**config.mk**
```make
export PLATFORM = sky130hd
export DESIGN_NAME = duel_reaction_ctrl
export DESIGN_NICKNAME = d
export VERILOG_FILES = /design/src/rtl/reaction_pkg.sv /design/src/rtl/duel_score_keeper.sv /design/src/rtl/duel_reaction_ctrl.sv
export SDC_FILE = /design/constraint.sdc
export NUM_CORES = 1
export LEC_CHECK = 0
export BUFFER_PORTS_ARGS = -buffer_cell sky130_fd_sc_hd__buf_2
export CELL_PAD_IN_SITES_DETAIL_PLACEMENT = 1
export CELL_PAD_IN_SITES_GLOBAL_PLACEMENT = 1
export CORE_MARGIN = 1.5
export CORE_UTILIZATION = 34
export CTS_CLUSTER_DIAMETER = 80
export DETAILED_ROUTE_END_ITERATION = 10
export PLACE_DENSITY = 0.75
export SLEW_MARGIN = 20
export SYNTH_ARGS = -nofsm -noshare
export SYNTH_HDL_FRONTEND = slang
export SYNTH_SLANG_ARGS = --single-unit
```
**constraint.sdc**
```tcl
create_clock -name clk -period 2.65 [get_ports clk]
set_input_delay 0.53 -clock clk [delete_from_list [all_inputs] [get_ports clk]]
set_output_delay 0.53 -clock clk [all_outputs]
set_load 0.01 [all_outputs]
```
**src/rtl/reaction_pkg.sv**
```systemverilog
// Shared types for the two-player reaction timer controller:
// one-hot FSM states, winner codes and the BCD digit type.
package reaction_pkg;

    typedef enum logic [5:0] {
        IDLE       = 6'b000001,
        ARM        = 6'b000010,
        WAIT       = 6'b000100,
        RACE       = 6'b001000,
        RESULT     = 6'b010000,
        MATCH_OVER = 6'b100000
    } state_t;

    localparam logic [1:0] W_NONE = 2'b00;
    localparam logic [1:0] W_P0   = 2'b01;
    localparam logic [1:0] W_P1   = 2'b10;
    localparam logic [1:0] W_TIE  = 2'b11;

    typedef logic [3:0] bcd_t;

    function automatic logic [3:0] sat_inc(input logic [3:0] value);
        return (value == 4'hF) ? value : value + 4'd1;
    endfunction

endpackage

```
**src/rtl/duel_score_keeper.sv**
```systemverilog
// Two saturating point counters plus a registered "someone reached the
// winning score" flag.
module duel_score_keeper
    import reaction_pkg::*;
#(
    parameter int WIN_SCORE = 3
) (
    input  logic       clk,
    input  logic       rst,
    input  logic       inc0,
    input  logic       inc1,
    input  logic       clr,
    output logic [3:0] score0,
    output logic [3:0] score1,
    output logic       match_won
);

    localparam logic [3:0] WIN = 4'(WIN_SCORE);

    logic [3:0] next0;
    logic [3:0] next1;

    always_comb begin
        next0 = inc0 ? sat_inc(score0) : score0;
        next1 = inc1 ? sat_inc(score1) : score1;
    end

    // Compare on the next values so match_won is valid in the same cycle
    // as the score that caused it.
    always_ff @(posedge clk) begin
        if (!rst || clr) begin
            score0    <= 4'd0;
            score1    <= 4'd0;
            match_won <= 1'b0;
        end else begin
            score0    <= next0;
            score1    <= next1;
            match_won <= (next0 >= WIN) || (next1 >= WIN);
        end
    end

endmodule

```
**src/rtl/duel_reaction_ctrl.sv**
```systemverilog
// Round sequencer for the duel reaction timer: arms the random delay, races
// the stopwatch, arbitrates presses and false starts, and tracks the match.
module duel_reaction_ctrl
    import reaction_pkg::*;
#(
    parameter int   WIN_SCORE = 3,
    parameter bcd_t TMO_D3    = 4'd1
) (
    input  logic       clk,
    input  logic       rst,
    input  logic       start_btn,
    input  logic       clear_btn,
    input  logic       p0_btn,
    input  logic       p1_btn,
    input  logic       cnt_zero,
    input  bcd_t       sw_d3,
    input  bcd_t       sw_d2,
    input  bcd_t       sw_d1,
    input  bcd_t       sw_d0,
    output logic       cnt_load,
    output logic       cnt_en,
    output logic       cnt_clr,
    output logic       sw_go,
    output logic       sw_clr,
    output logic       led_go,
    output logic [1:0] winner,
    output logic [1:0] foul,
    output logic [3:0] score0,
    output logic [3:0] score1,
    output bcd_t       t_d3,
    output bcd_t       t_d2,
    output bcd_t       t_d1,
    output bcd_t       t_d0,
    output logic [3:0] round_num,
    output logic       match_done
);

    state_t state;
    state_t next_state;
    logic   inc0;
    logic   inc1;
    logic   match_won;

    logic any_press;
    logic timeout;
    logic clean_win;

    assign any_press = p0_btn || p1_btn;
    assign timeout   = (sw_d3 == TMO_D3) && (sw_d2 == 4'd0) && (sw_d1 == 4'd0) && (sw_d0 == 4'd0);
    assign clean_win = (winner != W_NONE) && (foul == 2'b00);

    duel_score_keeper #(.WIN_SCORE(WIN_SCORE)) u_score (
        .clk       (clk),
        .rst       (rst),
        .inc0      (inc0),
        .inc1      (inc1),
        .clr       (clear_btn),
        .score0    (score0),
        .score1    (score1),
        .match_won (match_won)
    );

    always_ff @(posedge clk) begin
        if (!rst) begin
            state <= IDLE;
        end else begin
            state <= next_state;
        end
    end

    always_comb begin
        next_state = state;
        cnt_load   = 1'b0;
        cnt_en     = 1'b0;
        cnt_clr    = 1'b0;
        sw_go      = 1'b0;
        sw_clr     = 1'b0;
        led_go     = 1'b0;
        match_done = 1'b0;
        inc0       = 1'b0;
        inc1       = 1'b0;
        case (state)
            IDLE: begin
                cnt_clr = 1'b1;
                sw_clr  = 1'b1;
                if (start_btn) next_state = ARM;
            end
            ARM: begin
                cnt_load   = 1'b1;
                sw_clr     = 1'b1;
                next_state = WAIT;
            end
            WAIT: begin
                cnt_en = 1'b1;
                // A false start hands the point to the opponent.
                if (any_press) begin
                    next_state = RESULT;
                    inc1       = p0_btn && !p1_btn;
                    inc0       = p1_btn && !p0_btn;
                end else if (cnt_zero) begin
                    next_state = RACE;
                end
            end
            RACE: begin
                sw_go  = 1'b1;
                led_go = 1'b1;
                if (any_press) begin
                    next_state = RESULT;
                    inc0       = p0_btn && !p1_btn;
                    inc1       = p1_btn && !p0_btn;
                end else if (timeout) begin
                    next_state = RESULT;
                end
            end
            RESULT: begin
                led_go = clean_win;
                if (match_won) next_state = MATCH_OVER;
                else if (start_btn) next_state = ARM;
            end
            MATCH_OVER: begin
                match_done = 1'b1;
                led_go     = clean_win;
            end
            default: next_state = IDLE;
        endcase
        if (clear_btn) begin
            next_state = IDLE;
            inc0       = 1'b0;
            inc1       = 1'b0;
        end
    end

    // Winner bit order matches the press vector: {p1,p0} in a race, swapped
    // in WAIT because the foul awards the other player.
    always_ff @(posedge clk) begin
        if (!rst || clear_btn) begin
            winner    <= W_NONE;
            foul      <= 2'b00;
            t_d3      <= 4'd0;
            t_d2      <= 4'd0;
            t_d1      <= 4'd0;
            t_d0      <= 4'd0;
            round_num <= 4'd0;
        end else begin
            case (state)
                ARM: begin
                    winner <= W_NONE;
                    foul   <= 2'b00;
                end
                WAIT: begin
                    if (any_press) begin
                        winner    <= {p0_btn, p1_btn};
                        foul      <= {p1_btn, p0_btn};
                        round_num <= sat_inc(round_num);
                    end
                end
                RACE: begin
                    if (any_press || timeout) begin
                        winner    <= {p1_btn, p0_btn};
                        t_d3      <= sw_d3;
                        t_d2      <= sw_d2;
                        t_d1      <= sw_d1;
                        t_d0      <= sw_d0;
                        round_num <= sat_inc(round_num);
                    end
                end
                default: begin
                end
            endcase
        end
    end

endmodule
```
==> results.toml, run 1 <==
[timing]
setup_violations = 0
period_share_pct = 88.41
tightestPinTransition_ns = 0.5513
layout_min_cycle_time_ns = 2.343
max_freq_mhz = 426.9
fin_tns_setup_ns = 0
final_hold_viol_count = 0
slew_headroom_pct = 62.91
rsz0062_at_grt = "false"
slew_viol_final = 0
fin_skew_ns = 0.009142

[synthesis]
ys.flop_type = "dfxtp_1"
synth_xor_area_share_pct = 2.198
synth.area.mux_share_pct = 13.07
synth_top_family_by_area = "simple AND/OR/NAND/NOR gates"
ys_ff_latch = 39
netlist_instances = 215
synth_largest_area_cell = "dfxtp_1"
synth_top_area_share_pct = 39.20
synth_compound_area_share_pct = 9.987
synth_area_sq_um = 1992
seq_area_frac_synth_pct = 39.20
ys_warn_count = 0
synthSimpleGateAreaFrac_pct = 30.15
synth_edf_count = 0
synth_nets = 241
syn_area_per_cell_sq_um = 9.265
synth_cell_types = 52
synth.top_cells.by_area = "dfxtp_1 39%, mux2i_1 13%, nor2_1 7.2%"
synthArstFlopShare_pct = 0
synth_fa_ha_area_share_pct = 1.884

[drt]
postRouteWirelength_microns = 5172
wl_per_cell_microns = 14.82
first_pass_iters = 4
drtIter0Drc = 54
ant_nets = 0
vias = 1805
route.detailed.drc = 0
viasPerCell = 5.172

[worst_setup_path]
cp-startpoint = "state[1]"
arrival_ns = 1.81
rr_worst_depth = 6
r2r_end = "u_score.match_won"
crit_path_max_fanout = 6
timing_worst_setup_path_type = "reg2out"
crit_path_end = "led_go"
critPathLaunchType = "register"
reg2reg_from = "state[4]"
cp_data_required_time_ns = 2.12
endpoint_kind = "primary output"
r2r_slack_ns = 0.45

[global_routing]
globalRouteOverflowTotal = 0
busiest_layer = "met2"
grt_antenna_before_repair = 0
grt_pass1_wl_microns = 8562
first_global_vias = 1756
track_usage_pct = 17.31
grt_util_met2_pct = 29.41
grtUsageMet3_pct = 3.886
grt_start_max_net_pins = 31
use_met1_pct = 21.66

[final_layout]
fill_cells = 686
antenna-diode-count = 0
final_common_cell = "buf_2"
final_cell_mix = "61 x buf_2, 39 x dfxtp_1, 38 x nor2_1"
multi_input_area_sq_um = 1141
synthToLayoutAreaGrowth_pct = 23.68
final_layout_size_suffix_gt1_share_pct = 32.13
layout.cells.non_filler = 349
fin_nets = 302
seqCellArea_sq_um = 780.7

[clock_network]
clk_latency_ns = 0.30
root_buffer = "clkbuf_8"
clkTransAtPathRegs_ns = 0.08
cts_resized = 0
h-tree-depth = 2
ctsHoldBuffers = 0
cts_tree = "yes"
cts_buffer_depth = 2
cts_made_buffers = 5
cts_setup_buffers = 0
numClockSinks = 39

[placement]
dp_cells = 341
hpwl_microns = 3930
gp_congestion = 0.8608
portBuffers = 61

[floorplan]
die_x_microns = 79.54
start_util_pct = 35.74
die_y_microns = 79.54
rows = 27
fp.coreArea_sq_um = 5574
die_area_sq_um = 6327
io_pins = 62

[power_and_ir_drop]
power_density_nw_per_um2 = 475.1
power_leakage_nw = 1.044
ir_drop_mv = 0.2233

[flow_run]
maxCapViolCount = 0

[min_path]
hp-class = "in2reg"

[outcome]
status = "complete, no violations"
Yosys cell counts, types with 2 or more instances:
cell      number
nor3_1         4
inv_1          5
xor2_1         2
a21oi_1        7
a31oi_1        2
a211oi_1       3
nor2_1        38
xnor2_1        3
nor4_1         4
buf_4          2
a222oi_1       2
nand3_1        7
o21ai_0        5
nand4b_1       4
nand2_1       12
nand2b_1       7
nor4_4         2
nor2b_1        3
buf_2          2
mux2i_1       26
clkbuf_1       4
ha_1           3
dfxtp_1       39
area by class of cell:
type / instances / area share [%]
tap: 72 / 3.657
sequential: 39 / 31.69
clock buffer: 5 / 2.793
clock inverter: 3 / 1.778
multi-input combinational: 162 / 46.32
inverter: 5 / 0.7618
timing repair buffer: 63 / 13.00
sequential cells by signal (all words and copies together) (netlist names):
name	count
foul	2
u_score.score0	4
t_d1	4
u_score.score1	4
winner	2
t_d0	4
t_d2	4
round_num	4
t_d3	4
u_score.match_won	1
state	6
cells by family after synthesis:
family | count (synthesis)
XOR/XNOR | 5
AND/OR/NAND/NOR | 100
flip-flops | 39
AO/OA/AOI/OAI | 28
adder cells (fa/ha/maj) | 3
multiplexers | 26
buffers and inverters | 14
layer usage:
metal  wire length (microns)  vias up
met4                      63        0
li1                        -      896
met1                    2390      877
met5                       0        -
met2                    2563       26
met3                     155        6
power by group:
group	internal (mW)	switching, mW	total, mW
Combinational	0.0320	0.0444	0.0764
Clock	0.280	0.221	0.502
Sequential	0.587	0.00509	0.592
Total	0.900	0.271	1.17
how the worst min path moves through the flow:
stage                           start  endpoint  depth (start not counted)
finish                       sw_d3[0]   t_d3[0]                          3
global route                 sw_d2[1]   t_d2[1]                          3
floorplan           u_score.match_won  state[5]                          2
detailed placement            t_d3[2]   t_d3[2]                          2
global placement              t_d3[2]   t_d3[2]                          2
CTS                          sw_d3[0]   t_d3[0]                          3
through the flow:
| stage | worst slack [ns] | cell area (sq um) | util [%] | total power, mW | hold WS, ns |
|---|---|---|---|---|---|
| global placement | 0.4220 | 2351 | 42.18 | 0.6816 | 0.4692 |
| detailed placement | 0.4051 | 2351 | 42.18 | 0.6824 | 0.4781 |
| floorplan | 0.6904 | 1992 | - | 0.6477 | 0.5037 |
| CTS | 0.3155 | 2464 | 44.20 | 1.179 | 0.4800 |
| global route | 0.2578 | 2464 | 44.20 | 1.212 | 0.4902 |
| finish | 0.3073 | 2464 | 44.20 | 1.170 | 0.4787 |
worst max-delay path, cell delays in order (launching register included):
cell and delay (ns):
dfxtp_1 0.39, or2_4 0.30, or3_4 0.35, o21ai_0 0.28, buf_2 0.19
(Power assumes the default switching activity.)
==> inputs of run 2 (changes only) <==
- SKIP_CTS_REPAIR_TIMING: not set -> 1
- clock period: 2.65 -> 2.35 ns (I/O delays scaled with it)
==> results.toml, run 2 (synthesized netlist as in run 1, its figures left out) <==
[timing]
slew_headroom_pct = 59.64
slew_viol_final = 0
setup_violations = 0
tightestPinTransition_ns = 0.5999
final_hold_viol_count = 0
fin_skew_ns = 0.003922
rsz0062_at_grt = "false"
layout_min_cycle_time_ns = 2.229
max_freq_mhz = 448.6
fin_tns_setup_ns = 0
period_share_pct = 94.87

[final_layout]
final_layout_size_suffix_gt1_share_pct = 32.62
synthToLayoutAreaGrowth_pct = 24.37
antenna-diode-count = 0
final_common_cell = "buf_2"
regMostFlops = "state"
final_area_sq_um = 2477
fin_nets = 304
largest_reg_flops = 6
layout.cells.non_filler = 351
final_cell_mix = "61 x buf_2, 39 x dfxtp_1, 38 x nor2_1"

[worst_setup_path]
arrival_ns = 1.76
path_cells = "or2_4, or3_4, o21ai_0, buf_2"
critPathLaunchType = "register"
timing_worst_setup_path_type = "reg2out"
critical_path.max_stage_delay_ns = 0.39
reg2reg_from = "state[0]"
r2r_end = "u_score.match_won"
rr_worst_depth = 6
r2r_slack_ns = 0.18
crit_path_end = "led_go"
endpoint_kind = "primary output"
cp_data_required_time_ns = 1.88
crit_path_max_fanout = 6
worst_path_max_delay_cell = "dfxtp_1"
cp-startpoint = "state[1]"

[drt]
wl_per_cell_microns = 15.54
route.detailed.drc = 0
viasPerCell = 5.160
first_pass_iters = 5
vias = 1811
ant_nets = 0
drtIter0Drc = 50
postRouteWirelength_microns = 5456

[placement]
gp_congestion = 0.8926
post_dp_cell_area_sq_um = 2371
portBuffers = 61
hpwl_microns = 4091
dp_cells = 342

[power_and_ir_drop]
p_total_mw = 1.241
power_leakage_nw = 1.046
ir_drop_mv = 0.2726
power_density_nw_per_um2 = 500.8

[floorplan]
die_y_microns = 79.54
die_area_sq_um = 6327
fp.coreArea_sq_um = 5574
io_pins = 62
rows = 27
die_x_microns = 79.54
start_util_pct = 35.74

[global_routing]
grt_start_max_net_pins = 19
grt_antenna_before_repair = 0
first_global_vias = 1824
grt_pass1_wl_microns = 9011
globalRouteOverflowTotal = 0
track_usage_pct = 18.31

[clock_network]
clk_latency_ns = 0.29
root_buffer = "clkbuf_8"
cts_buffer_depth = 2
cts_tree = "yes"
h-tree-depth = 2
numClockSinks = 39
clkTransAtPathRegs_ns = 0.08
cts_made_buffers = 5

[flow_run]
maxCapViolCount = 0

[min_path]
hp-class = "in2reg"

[outcome]
status = "complete, no violations"
[run 2: layout make-up]
type,instances,area [sq um]
timing repair buffer,65,347.8
sequential,39,780.7
inverter,5,18.77
multi-input combinational,162,1141
clock inverter,2,16.27
tap,72,90.09
fill,696,3097
clock buffer,6,82.58
[run 2: worst min-delay path by stage]
stage | startpoint | depth (start not counted) | slack [ns] | end
after floorplan | u_score.match_won | 2 | 0.50 | state[5]
after global placement | t_d2[1] | 2 | 0.47 | t_d2[1]
after detailed placement | foul[0] | 2 | 0.48 | foul[0]
after CTS | sw_d3[0] | 3 | 0.43 | t_d3[0]
after global routing | sw_d0[0] | 3 | 0.44 | t_d0[0]
final | sw_d0[0] | 3 | 0.43 | t_d0[0]
[run 2: per-layer routing]
layer | part of all wire (%) | GRT usage, %
met4 | 1.6 | 6.667
met5 | 0 | 0
met3 | 2.8 | 3.771
met2 | 50 | 31.02
met1 | 46 | 22.77
[run 2: power breakdown]
part / switching [mW] / internal [mW] / leakage, nW
Clock: 0.244 / 0.239 / 0.0474
Combinational: 0.0517 / 0.0371 / 0.685
Sequential: 0.00631 / 0.662 / 0.314
[run 2: through the flow]
stage	setup WS [ns]	hold slack (ns)	utilization, %
global placement	0.2155	0.4688	42.54
CTS	0.08743	0.4258	44.31
global route	0.01074	0.4423	44.44
finish	0.1206	0.4311	44.44
detailed placement	0.1245	0.4804	42.54
floorplan	0.3904	0.5037	-
[run 2: worst max-delay path, delay by kind of cell, from the launching register on]
family,cells,cell delay [ns]
compound gates,1,0.24
flops,1,0.39
buf+inv,1,0.18
simple gates,2,0.67
